==> config.mk <==
export PLATFORM = sky130hd
export DESIGN_NAME = regfile_wport_arbiter_flat
export DESIGN_NICKNAME = d
export VERILOG_FILES = /design/src/rtl/regfile_wport_arbiter_pkg.sv /design/src/rtl/regfile_wport_arbiter_if.sv /design/src/rtl/wb_side_fifo.sv /design/src/rtl/regfile_wport_arbiter.sv /design/src/flat_wrapper.sv
export SDC_FILE = /design/constraint.sdc
export NUM_CORES = 1
export LEC_CHECK = 0
export ABC_AREA = 1
export BUFFER_PORTS_ARGS = -buffer_cell sky130_fd_sc_hd__buf_4
export CELL_PAD_IN_SITES_DETAIL_PLACEMENT = 0
export CELL_PAD_IN_SITES_GLOBAL_PLACEMENT = 1
export CORE_MARGIN = 4
export CORE_UTILIZATION = 43
export CTS_BUF_LIST = sky130_fd_sc_hd__clkbuf_4 sky130_fd_sc_hd__clkbuf_8 sky130_fd_sc_hd__clkbuf_16
export DETAILED_ROUTE_END_ITERATION = 7
export PLACE_DENSITY_LB_ADDON = 0.3
export SLEW_MARGIN = 5
export SYNTH_ARGS = -nofsm -noshare
export SYNTH_HDL_FRONTEND = slang
export SYNTH_SLANG_ARGS = --single-unit
==> constraint.sdc <==
create_clock -name clk -period 4.5 [get_ports clk]
set_input_delay 0.9 -clock clk [delete_from_list [all_inputs] [get_ports clk]]
set_output_delay 0.9 -clock clk [all_outputs]
set_load 0.1 [all_outputs]
==> src/rtl/regfile_wport_arbiter_pkg.sv <==
// regfile_wport_arbiter_pkg
// Shared core constants for the register-file write-port arbiter:
//   - default side-queue depth and starvation limit
//   - arbiter FSM state encoding
//   - write-back select codes (which source owns the write port this cycle)
//   - register-file write record and a source-register match helper
// No ports; imported by the interface, the side FIFO and the top.
package regfile_wport_arbiter_pkg;

  localparam int DEFAULT_DEPTH        = 2;
  localparam int DEFAULT_STARVE_LIMIT = 4;
  localparam int REG_ADDR_W           = 5;
  localparam int REG_DATA_W           = 32;

  typedef enum logic [0:0] {
    ARB_PIPE  = 1'b0,
    ARB_FORCE = 1'b1
  } arb_state_t;

  typedef enum logic [1:0] {
    WB_SEL_NONE = 2'd0,
    WB_SEL_PIPE = 2'd1,
    WB_SEL_SIDE = 2'd2
  } wb_sel_t;

  typedef struct packed {
    logic [REG_ADDR_W-1:0] addr;
    logic [REG_DATA_W-1:0] data;
  } rf_write_t;

  // x0 is hardwired to zero, so a check against it never signals a hazard.
  function automatic logic addr_match(input logic [REG_ADDR_W-1:0] entry_addr,
                                      input logic [REG_ADDR_W-1:0] chk_addr);
    return (chk_addr != '0) && (entry_addr == chk_addr);
  endfunction

endpackage

==> src/rtl/regfile_wport_arbiter_if.sv <==
// regfile_wport_arbiter_if
// Bundles every non-clock/reset signal of the register-file write-port
// arbiter.
//   pipe_valid/pipe_addr/pipe_data -> WB stage write request, pipe_ready <- stall
//   side_valid/side_addr/side_data -> long-latency unit write, side_ready <- accept
//   chk_addr1/chk_addr2            -> decode source registers, chk_hit <- pending
//   wr_en/wr_addr/wr_data          <- register-file write port
// master: the pipeline/testbench side; slave: the arbiter.
interface regfile_wport_arbiter_if;
  import regfile_wport_arbiter_pkg::*;

  logic                  pipe_valid;
  logic [REG_ADDR_W-1:0] pipe_addr;
  logic [REG_DATA_W-1:0] pipe_data;
  logic                  pipe_ready;

  logic                  side_valid;
  logic [REG_ADDR_W-1:0] side_addr;
  logic [REG_DATA_W-1:0] side_data;
  logic                  side_ready;

  logic [REG_ADDR_W-1:0] chk_addr1;
  logic [REG_ADDR_W-1:0] chk_addr2;
  logic                  chk_hit;

  logic                  wr_en;
  logic [REG_ADDR_W-1:0] wr_addr;
  logic [REG_DATA_W-1:0] wr_data;

  modport master (
    output pipe_valid, pipe_addr, pipe_data,
    input  pipe_ready,
    output side_valid, side_addr, side_data,
    input  side_ready,
    output chk_addr1, chk_addr2,
    input  chk_hit,
    input  wr_en, wr_addr, wr_data
  );

  modport slave (
    input  pipe_valid, pipe_addr, pipe_data,
    output pipe_ready,
    input  side_valid, side_addr, side_data,
    output side_ready,
    input  chk_addr1, chk_addr2,
    output chk_hit,
    output wr_en, wr_addr, wr_data
  );

endinterface

==> src/rtl/wb_side_fifo.sv <==
// wb_side_fifo
// Side-write queue for the register-file write-port arbiter. Holds writes
// from long-latency units until the arbiter grants them the write port, in
// arrival order, and reports whether a decode-stage source register still
// has a pending (unwritten) queued write.
// Ports:
//   clk, rst               clock, asynchronous active-high reset
//   push, push_entry       enqueue request and record (ignored when full)
//   pop                    dequeue the head (ignored when empty)
//   head                   record at the head of the queue
//   empty, full            occupancy flags
//   chk_addr1, chk_addr2   source registers to look up
//   chk_hit                some valid entry targets a checked register
module wb_side_fifo
  import regfile_wport_arbiter_pkg::*;
#(
  parameter int DEPTH = DEFAULT_DEPTH
) (
  input  logic                  clk,
  input  logic                  rst,
  input  logic                  push,
  input  rf_write_t             push_entry,
  input  logic                  pop,
  output rf_write_t             head,
  output logic                  empty,
  output logic                  full,
  input  logic [REG_ADDR_W-1:0] chk_addr1,
  input  logic [REG_ADDR_W-1:0] chk_addr2,
  output logic                  chk_hit
);

  localparam int PTR_W = (DEPTH > 1) ? $clog2(DEPTH) : 1;
  localparam int CNT_W = $clog2(DEPTH + 1);

  rf_write_t        mem [DEPTH];
  logic [DEPTH-1:0] slot_valid;
  logic [PTR_W-1:0] wr_ptr;
  logic [PTR_W-1:0] rd_ptr;
  logic [CNT_W-1:0] count;
  logic             do_push;
  logic             do_pop;

  assign empty   = (count == '0);
  assign full    = (count == CNT_W'(DEPTH));
  assign do_push = push && !full;
  assign do_pop  = pop && !empty;
  assign head    = mem[rd_ptr];

  // DEPTH is a power of two, so the pointers wrap by plain overflow.
  always_ff @(posedge clk or posedge rst) begin
    if (rst) begin
      wr_ptr <= '0;
      rd_ptr <= '0;
      count  <= '0;
    end else begin
      if (do_push) begin
        wr_ptr <= wr_ptr + PTR_W'(1);
      end
      if (do_pop) begin
        rd_ptr <= rd_ptr + PTR_W'(1);
      end
      case ({do_push, do_pop})
        2'b10:   count <= count + CNT_W'(1);
        2'b01:   count <= count - CNT_W'(1);
        default: count <= count;
      endcase
    end
  end

  // Per-slot valid bits let the hazard lookup scan storage directly without
  // decoding the pointer window. A push and a pop never hit the same slot
  // in one cycle because push needs !full and pop needs !empty.
  always_ff @(posedge clk or posedge rst) begin
    if (rst) begin
      slot_valid <= '0;
    end else begin
      for (int i = 0; i < DEPTH; i++) begin
        if (do_pop && (rd_ptr == PTR_W'(i))) begin
          slot_valid[i] <= 1'b0;
        end
        if (do_push && (wr_ptr == PTR_W'(i))) begin
          slot_valid[i] <= 1'b1;
        end
      end
    end
  end

  // Payload storage needs no reset; slot_valid gates every use of it.
  always_ff @(posedge clk) begin
    if (do_push) begin
      mem[wr_ptr] <= push_entry;
    end
  end

  // The head being granted this cycle is still valid here, so it keeps
  // reporting a hit until the edge that launches its write.
  always_comb begin
    chk_hit = 1'b0;
    for (int i = 0; i < DEPTH; i++) begin
      if (slot_valid[i] &&
          (addr_match(mem[i].addr, chk_addr1) || addr_match(mem[i].addr, chk_addr2))) begin
        chk_hit = 1'b1;
      end
    end
  end

endmodule

==> src/rtl/regfile_wport_arbiter.sv <==
// regfile_wport_arbiter
// Shares the single register-file write port between the WB stage and a
// queue of writes from long-latency units. The WB stage normally wins; a
// queued write that has waited too long forces a one-cycle WB stall so it
// can drain. The write port outputs are registered (one cycle after grant).
// Ports:
//   clk        system clock, all state on posedge
//   rst        asynchronous active-high reset
//   bus        regfile_wport_arbiter_if.slave: WB request/stall, side
//              request/accept, decode hazard check, register-file write port
module regfile_wport_arbiter
  import regfile_wport_arbiter_pkg::*;
#(
  parameter int DEPTH        = DEFAULT_DEPTH,
  parameter int STARVE_LIMIT = DEFAULT_STARVE_LIMIT
) (
  input  logic                     clk,
  input  logic                     rst,
  regfile_wport_arbiter_if.slave   bus
);

  localparam int CNT_W = $clog2(STARVE_LIMIT + 1);

  arb_state_t            state;
  arb_state_t            state_next;
  logic [CNT_W-1:0]      starve_cnt;
  logic [CNT_W-1:0]      starve_next;
  logic [CNT_W-1:0]      starve_inc;
  wb_sel_t               sel;
  logic                  pipe_ready_c;

  logic                  queue_push;
  logic                  queue_empty;
  logic                  queue_full;
  logic                  queue_hit;
  rf_write_t             side_entry;
  rf_write_t             head;

  logic                  wr_en_q;
  logic [REG_ADDR_W-1:0] wr_addr_q;
  logic [REG_DATA_W-1:0] wr_data_q;

  // Writes to x0 still complete the side handshake but are dropped here.
  assign side_entry.addr = bus.side_addr;
  assign side_entry.data = bus.side_data;
  assign queue_push      = bus.side_valid && !queue_full && (bus.side_addr != '0);

  wb_side_fifo #(
    .DEPTH (DEPTH)
  ) u_side_fifo (
    .clk        (clk),
    .rst        (rst),
    .push       (queue_push),
    .push_entry (side_entry),
    .pop        (sel == WB_SEL_SIDE),
    .head       (head),
    .empty      (queue_empty),
    .full       (queue_full),
    .chk_addr1  (bus.chk_addr1),
    .chk_addr2  (bus.chk_addr2),
    .chk_hit    (queue_hit)
  );

  // side_ready depends on occupancy alone, so a full queue refuses a new
  // entry even in a cycle where its head is being drained.
  assign bus.side_ready = !queue_full;
  assign bus.pipe_ready = pipe_ready_c;
  assign bus.chk_hit    = queue_hit;
  assign bus.wr_en      = wr_en_q;
  assign bus.wr_addr    = wr_addr_q;
  assign bus.wr_data    = wr_data_q;

  // State and starvation counter register.
  always_ff @(posedge clk or posedge rst) begin
    if (rst) begin
      state      <= ARB_PIPE;
      starve_cnt <= '0;
    end else begin
      state      <= state_next;
      starve_cnt <= starve_next;
    end
  end

  // Grant selection, stall and starvation tracking. The counter measures
  // consecutive cycles the queue head has been passed over; once it reaches
  // STARVE_LIMIT-1 the next cycle belongs to the queue unconditionally.
  always_comb begin
    state_next   = state;
    starve_next  = starve_cnt;
    starve_inc   = starve_cnt + CNT_W'(1);
    sel          = WB_SEL_NONE;
    pipe_ready_c = 1'b1;
    unique case (state)
      ARB_PIPE: begin
        if (bus.pipe_valid) begin
          sel = WB_SEL_PIPE;
        end else if (!queue_empty) begin
          sel = WB_SEL_SIDE;
        end
        if (!queue_empty && (sel != WB_SEL_SIDE)) begin
          starve_next = starve_inc;
          if (starve_inc >= CNT_W'(STARVE_LIMIT - 1)) begin
            state_next = ARB_FORCE;
          end
        end else begin
          starve_next = '0;
        end
      end
      ARB_FORCE: begin
        pipe_ready_c = 1'b0;
        if (!queue_empty) begin
          sel = WB_SEL_SIDE;
        end
        starve_next = '0;
        state_next  = ARB_PIPE;
      end
      default: begin
        state_next  = ARB_PIPE;
        starve_next = '0;
      end
    endcase
  end

  // Registered write port. Address/data only move when a write is launched,
  // so an x0 pipe write or an idle cycle just drops wr_en.
  always_ff @(posedge clk or posedge rst) begin
    if (rst) begin
      wr_en_q   <= 1'b0;
      wr_addr_q <= '0;
      wr_data_q <= '0;
    end else begin
      unique case (sel)
        WB_SEL_PIPE: begin
          wr_en_q <= (bus.pipe_addr != '0);
          if (bus.pipe_addr != '0) begin
            wr_addr_q <= bus.pipe_addr;
            wr_data_q <= bus.pipe_data;
          end
        end
        WB_SEL_SIDE: begin
          wr_en_q   <= 1'b1;
          wr_addr_q <= head.addr;
          wr_data_q <= head.data;
        end
        default: begin
          wr_en_q <= 1'b0;
        end
      endcase
    end
  end

endmodule
==> src/flat_wrapper.sv <==
// flat-port wrapper written by rule: the top's interface ports become plain ports
module regfile_wport_arbiter_flat import regfile_wport_arbiter_pkg::*;
#(
  parameter int DEPTH        = DEFAULT_DEPTH,
  parameter int STARVE_LIMIT = DEFAULT_STARVE_LIMIT
)
  (clk, rst, bus_pipe_valid, bus_pipe_addr, bus_pipe_data, bus_pipe_ready, bus_side_valid, bus_side_addr, bus_side_data, bus_side_ready, bus_chk_addr1, bus_chk_addr2, bus_chk_hit, bus_wr_en, bus_wr_addr, bus_wr_data);
  regfile_wport_arbiter_if bus_i ();
  input  logic clk;
  input  logic rst;
  input wire logic [$bits(bus_i.pipe_valid)-1:0] bus_pipe_valid;
  input wire logic [$bits(bus_i.pipe_addr)-1:0] bus_pipe_addr;
  input wire logic [$bits(bus_i.pipe_data)-1:0] bus_pipe_data;
  output wire logic [$bits(bus_i.pipe_ready)-1:0] bus_pipe_ready;
  input wire logic [$bits(bus_i.side_valid)-1:0] bus_side_valid;
  input wire logic [$bits(bus_i.side_addr)-1:0] bus_side_addr;
  input wire logic [$bits(bus_i.side_data)-1:0] bus_side_data;
  output wire logic [$bits(bus_i.side_ready)-1:0] bus_side_ready;
  input wire logic [$bits(bus_i.chk_addr1)-1:0] bus_chk_addr1;
  input wire logic [$bits(bus_i.chk_addr2)-1:0] bus_chk_addr2;
  output wire logic [$bits(bus_i.chk_hit)-1:0] bus_chk_hit;
  output wire logic [$bits(bus_i.wr_en)-1:0] bus_wr_en;
  output wire logic [$bits(bus_i.wr_addr)-1:0] bus_wr_addr;
  output wire logic [$bits(bus_i.wr_data)-1:0] bus_wr_data;
  assign bus_i.pipe_valid = bus_pipe_valid;
  assign bus_i.pipe_addr = bus_pipe_addr;
  assign bus_i.pipe_data = bus_pipe_data;
  assign bus_pipe_ready = bus_i.pipe_ready;
  assign bus_i.side_valid = bus_side_valid;
  assign bus_i.side_addr = bus_side_addr;
  assign bus_i.side_data = bus_side_data;
  assign bus_side_ready = bus_i.side_ready;
  assign bus_i.chk_addr1 = bus_chk_addr1;
  assign bus_i.chk_addr2 = bus_chk_addr2;
  assign bus_chk_hit = bus_i.chk_hit;
  assign bus_wr_en = bus_i.wr_en;
  assign bus_wr_addr = bus_i.wr_addr;
  assign bus_wr_data = bus_i.wr_data;
  regfile_wport_arbiter #(.DEPTH(DEPTH), .STARVE_LIMIT(STARVE_LIMIT)) u_core (.clk(clk), .rst(rst), .bus(bus_i));
endmodule
==> key figures <==
Drt
  • DR vias: about 4000
  • Pre-Repair DR Iteration Count: 5
  • Initial DRC Count: 313
  • DR WL/cell: ~15 µm
  • DRC errors left: 0
  • WL final: 12420 µm
  • Drt via density: a little under 5
  • DRT antenna net count: 0

Power
  • IR drop worst, VDD: 569.8 µV
  • Pleak: approximately 3.2 nW
  • Total power: ~6 mW
  • PwrDens: 852.0 nW/µm²

Clocking
  • CTS Root Cell: clkbuf_16
  • CTS tree: done
  • Clk slew on worst S/H paths: 0.05 ns
  • Post-CTS setup buffer count: 0
  • Worst skew pair latency: 0.41 ns
  • Num CTS Buffers: 17
  • Num Clock Sinks: between 100 and 150
  • Clock tree buffer depth: 2
  • Post-CTS Hold Buffers: 0
  • CTS H-tree depth: 4
  • Post-CTS sizing: 0

Min path
  • Hold crit path type: reg2reg
  • Hold_sp: u_core.starve_cnt[0]
  • Worst Hold Path Cells: 1

Place
  • DP HPWL: between 8000 and 9000 µm
  • Placed cell area: about 6300 µm²
  • Port buffer count: 128
  • # placed instances: 786
  • GP Congestion: 0.7747

Layout
  • FILL cells: ~1000
  • Synth-to-Final Area Change: 31.65%
  • Non-Filler Instances: 818
  • Ant diodes: 0
  • Final instance area: 6917 µm²
  • Layout Utilization: 0.5782
  • Final Net Count: 749
  • Layout cells sized above 1: 0.2548

Timing
  • Clock skew: 0.01143 ns
  • Max Freq: ~360 MHz
  • Final worst-path cycle share: 0.6244
  • Final setup viols: 0
  • Slew Limit Headroom: 0.2878
  • Tmin final: 2.810 ns
  • Final Hold Fails: 0
  • Setup_tns: 0 ns
  • Worst slew pin tran: 1.067 ns
  • RSZ-0062 raised after global routing: false
  • Final Max Tran Viols: 0

Global route
  • First-pass GRT wire length: 19830 µm
  • All-Layer GR Usage: 0.1804
  • Gr ovfl total: 0
  • Vias in the first global route: roughly 4000
  • Largest net degree at the start of global routing: 81
  • Initial antenna violation count: 0

Floorplan
  • Full die area: 14050 µm²
  • Initial cell density of the core: 0.4392
  • Num rows: 40
  • Die outline width: 118.5 µm
  • CORE AREA: roughly 12000 µm²
  • # IOs: 129
  • Die Ht: 118.5 µm

Synthesis
  • Syn Area/Cell: 9.913 µm²
  • Post-Syn Nets: 621
  • Syn Inst Count: 530
  • Netlist Area Pre-Place: around 5300 µm²
  • Synthesized flop and latch total: 122
  • Register area share after synthesis: 0.6516
  • Distinct cells, synth: 22
  • Ys Warns: 0

Setup path
  • Critical path type: in2out
  • FF-to-FF path depth: 8
  • Crit path capture type: output port
  • Worst Setup SP: bus_chk_addr2[3]
  • Worst Path Max Fanout: 4
  • Critical path startpoint category: input pin
  • R2r startpoint: u_core.u_side_fifo.count[0]
  • Worst reg2reg endpoint: u_core.bus.wr_data[25]
  • CP Depth: 11
  • Reg2Reg Setup Slack: 1.98 ns
  • CP most frequent cell: nand2_1
  • Worst path buffer plus inverter count: 3
  • Crit-path slowest cell: buf_4
  • Critical Path AT: about 1.9 ns
  • Crit path to: bus_chk_hit
  • Worst path max stage delay: approximately 0.29 ns
  • Required time worst endpoint: 3.60 ns
  • CP Cell Sequence: buf_4 > inv_1 > nand2_1 > nand2_1 > nand2_1 > nor2_1 > nand2_1 > nand2_1 > nand2_1 > nand2_1 > buf_4
  • Top delay family on crit path: simple AND/OR/NAND/NOR gates

Run status
  • Outcome: completed

Flow run
  • Max-cap viol count: 0
cells in the mapped netlist:
library cell,number,area [µm²]
buf_1,1,3.750
dfrtp_1,48,1201
a21boi_0,1,7.510
nand2_2,1,6.260
o21ai_0,3,15.01
ha_1,3,37.54
edfxtp_1,74,2222
clkbuf_1,3,11.26
nand2_4,1,11.26
nand2_1,232,870.8
buf_6,3,33.78
nor2_4,1,11.26
nor2_8,1,20.02
nor3_1,1,5.000
nor2_1,21,78.83
inv_1,23,86.33
inv_2,1,3.750
xor2_1,7,61.31
nand3_1,76,380.4
buf_2,16,80.08
xnor2_1,11,96.34
a21oi_1,2,10.01
registers in the layout (all words and copies together) (netlist names), 2 cells and up:
name                           flops
u_core.u_side_fifo.count           2
u_core.bus.wr_addr                 5
u_core.u_side_fifo.slot_valid      2
u_core.u_side_fifo.mem            74
u_core.bus.wr_data                32
u_core.starve_cnt                  3
power by group:
group,internal [mW],switching (mW),leakage (nW),total [mW]
Clock,0.893,0.475,0.290,1.37
Sequential,1.58,0.182,1.28,1.77
Combinational,0.599,2.16,1.68,2.76
cell families (layout without fill, tap and decap cells):
kind of cell / count (synthesis) / count (layout) / synth area share
AOI/OAI and AO/OA: 6 / 6 / 0.006192
buffers and inverters: 47 / 188 / 0.04167
DFF: 122 / 122 / 0.6516
adders and majority gates: 3 / 3 / 0.007145
and+or+nand+nor: 334 / 334 / 0.2634
xor gates and xnor gates: 18 / 18 / 0.03001
routing by layer:
metal,part of all wire,global-route usage
met1,0.41,0.2156
met2,0.52,0.3119
met3,0.064,0.05598
met4,0.010,0.05503
met5,0,0
how the worst min path moves through the flow:
stage,to,slack (ns)
after floorplan,u_core.u_side_fifo.slot_valid[0],0.45
after global placement,u_core.starve_cnt[0],0.47
after detailed placement,u_core.u_side_fifo.slot_valid[0],0.47
after CTS,u_core.starve_cnt[0],0.49
after global routing,u_core.starve_cnt[0],0.52
final,u_core.starve_cnt[0],0.48
placed cells by master, fill, tap and decap left out:
master and n:
ha_1 3, clkinv_1 3, o21ai_4 1, nand2_4 1, clkinvlp_4 3, nor3_1 1, clkbuf_16 17, nand2_1 231
clkbuf_8 1, a21oi_1 2, o21ai_0 2, dfrtp_1 48, clkinv_4 2, nand2_2 2, a21boi_0 1, xnor2_1 11
bufinv_16 3, clkbuf_4 2, buf_4 132, nor2_4 1, nand3_1 76, inv_1 20, xor2_1 7, clkinv_2 3
nor2_8 1, nor2_1 21, inv_2 2, edfxtp_1 74
layout make-up:
class / instances / area (µm²) / share of cell area
repair buffers: 132 / 991.0 / 0.1433
clock inverters: 12 / 148.9 / 0.02153
inverters: 24 / 90.09 / 0.01302
clock buffers: 20 / 454.2 / 0.06567
well taps: 147 / 183.9 / 0.02659
flip-flops and latches: 122 / 3423 / 0.4949
multi-input cells: 361 / 1625 / 0.2350
stage by stage:
stage | setup slack (ns) | hold WS, ns
final | 1.690 | 0.4850
after global routing | 1.569 | 0.5185
after CTS | 1.682 | 0.4865
after detailed placement | 1.387 | 0.4711
after global placement | 1.440 | 0.4673
after floorplan | 1.655 | 0.4496
No activity file was read; power rests on OpenSTA's default activity.
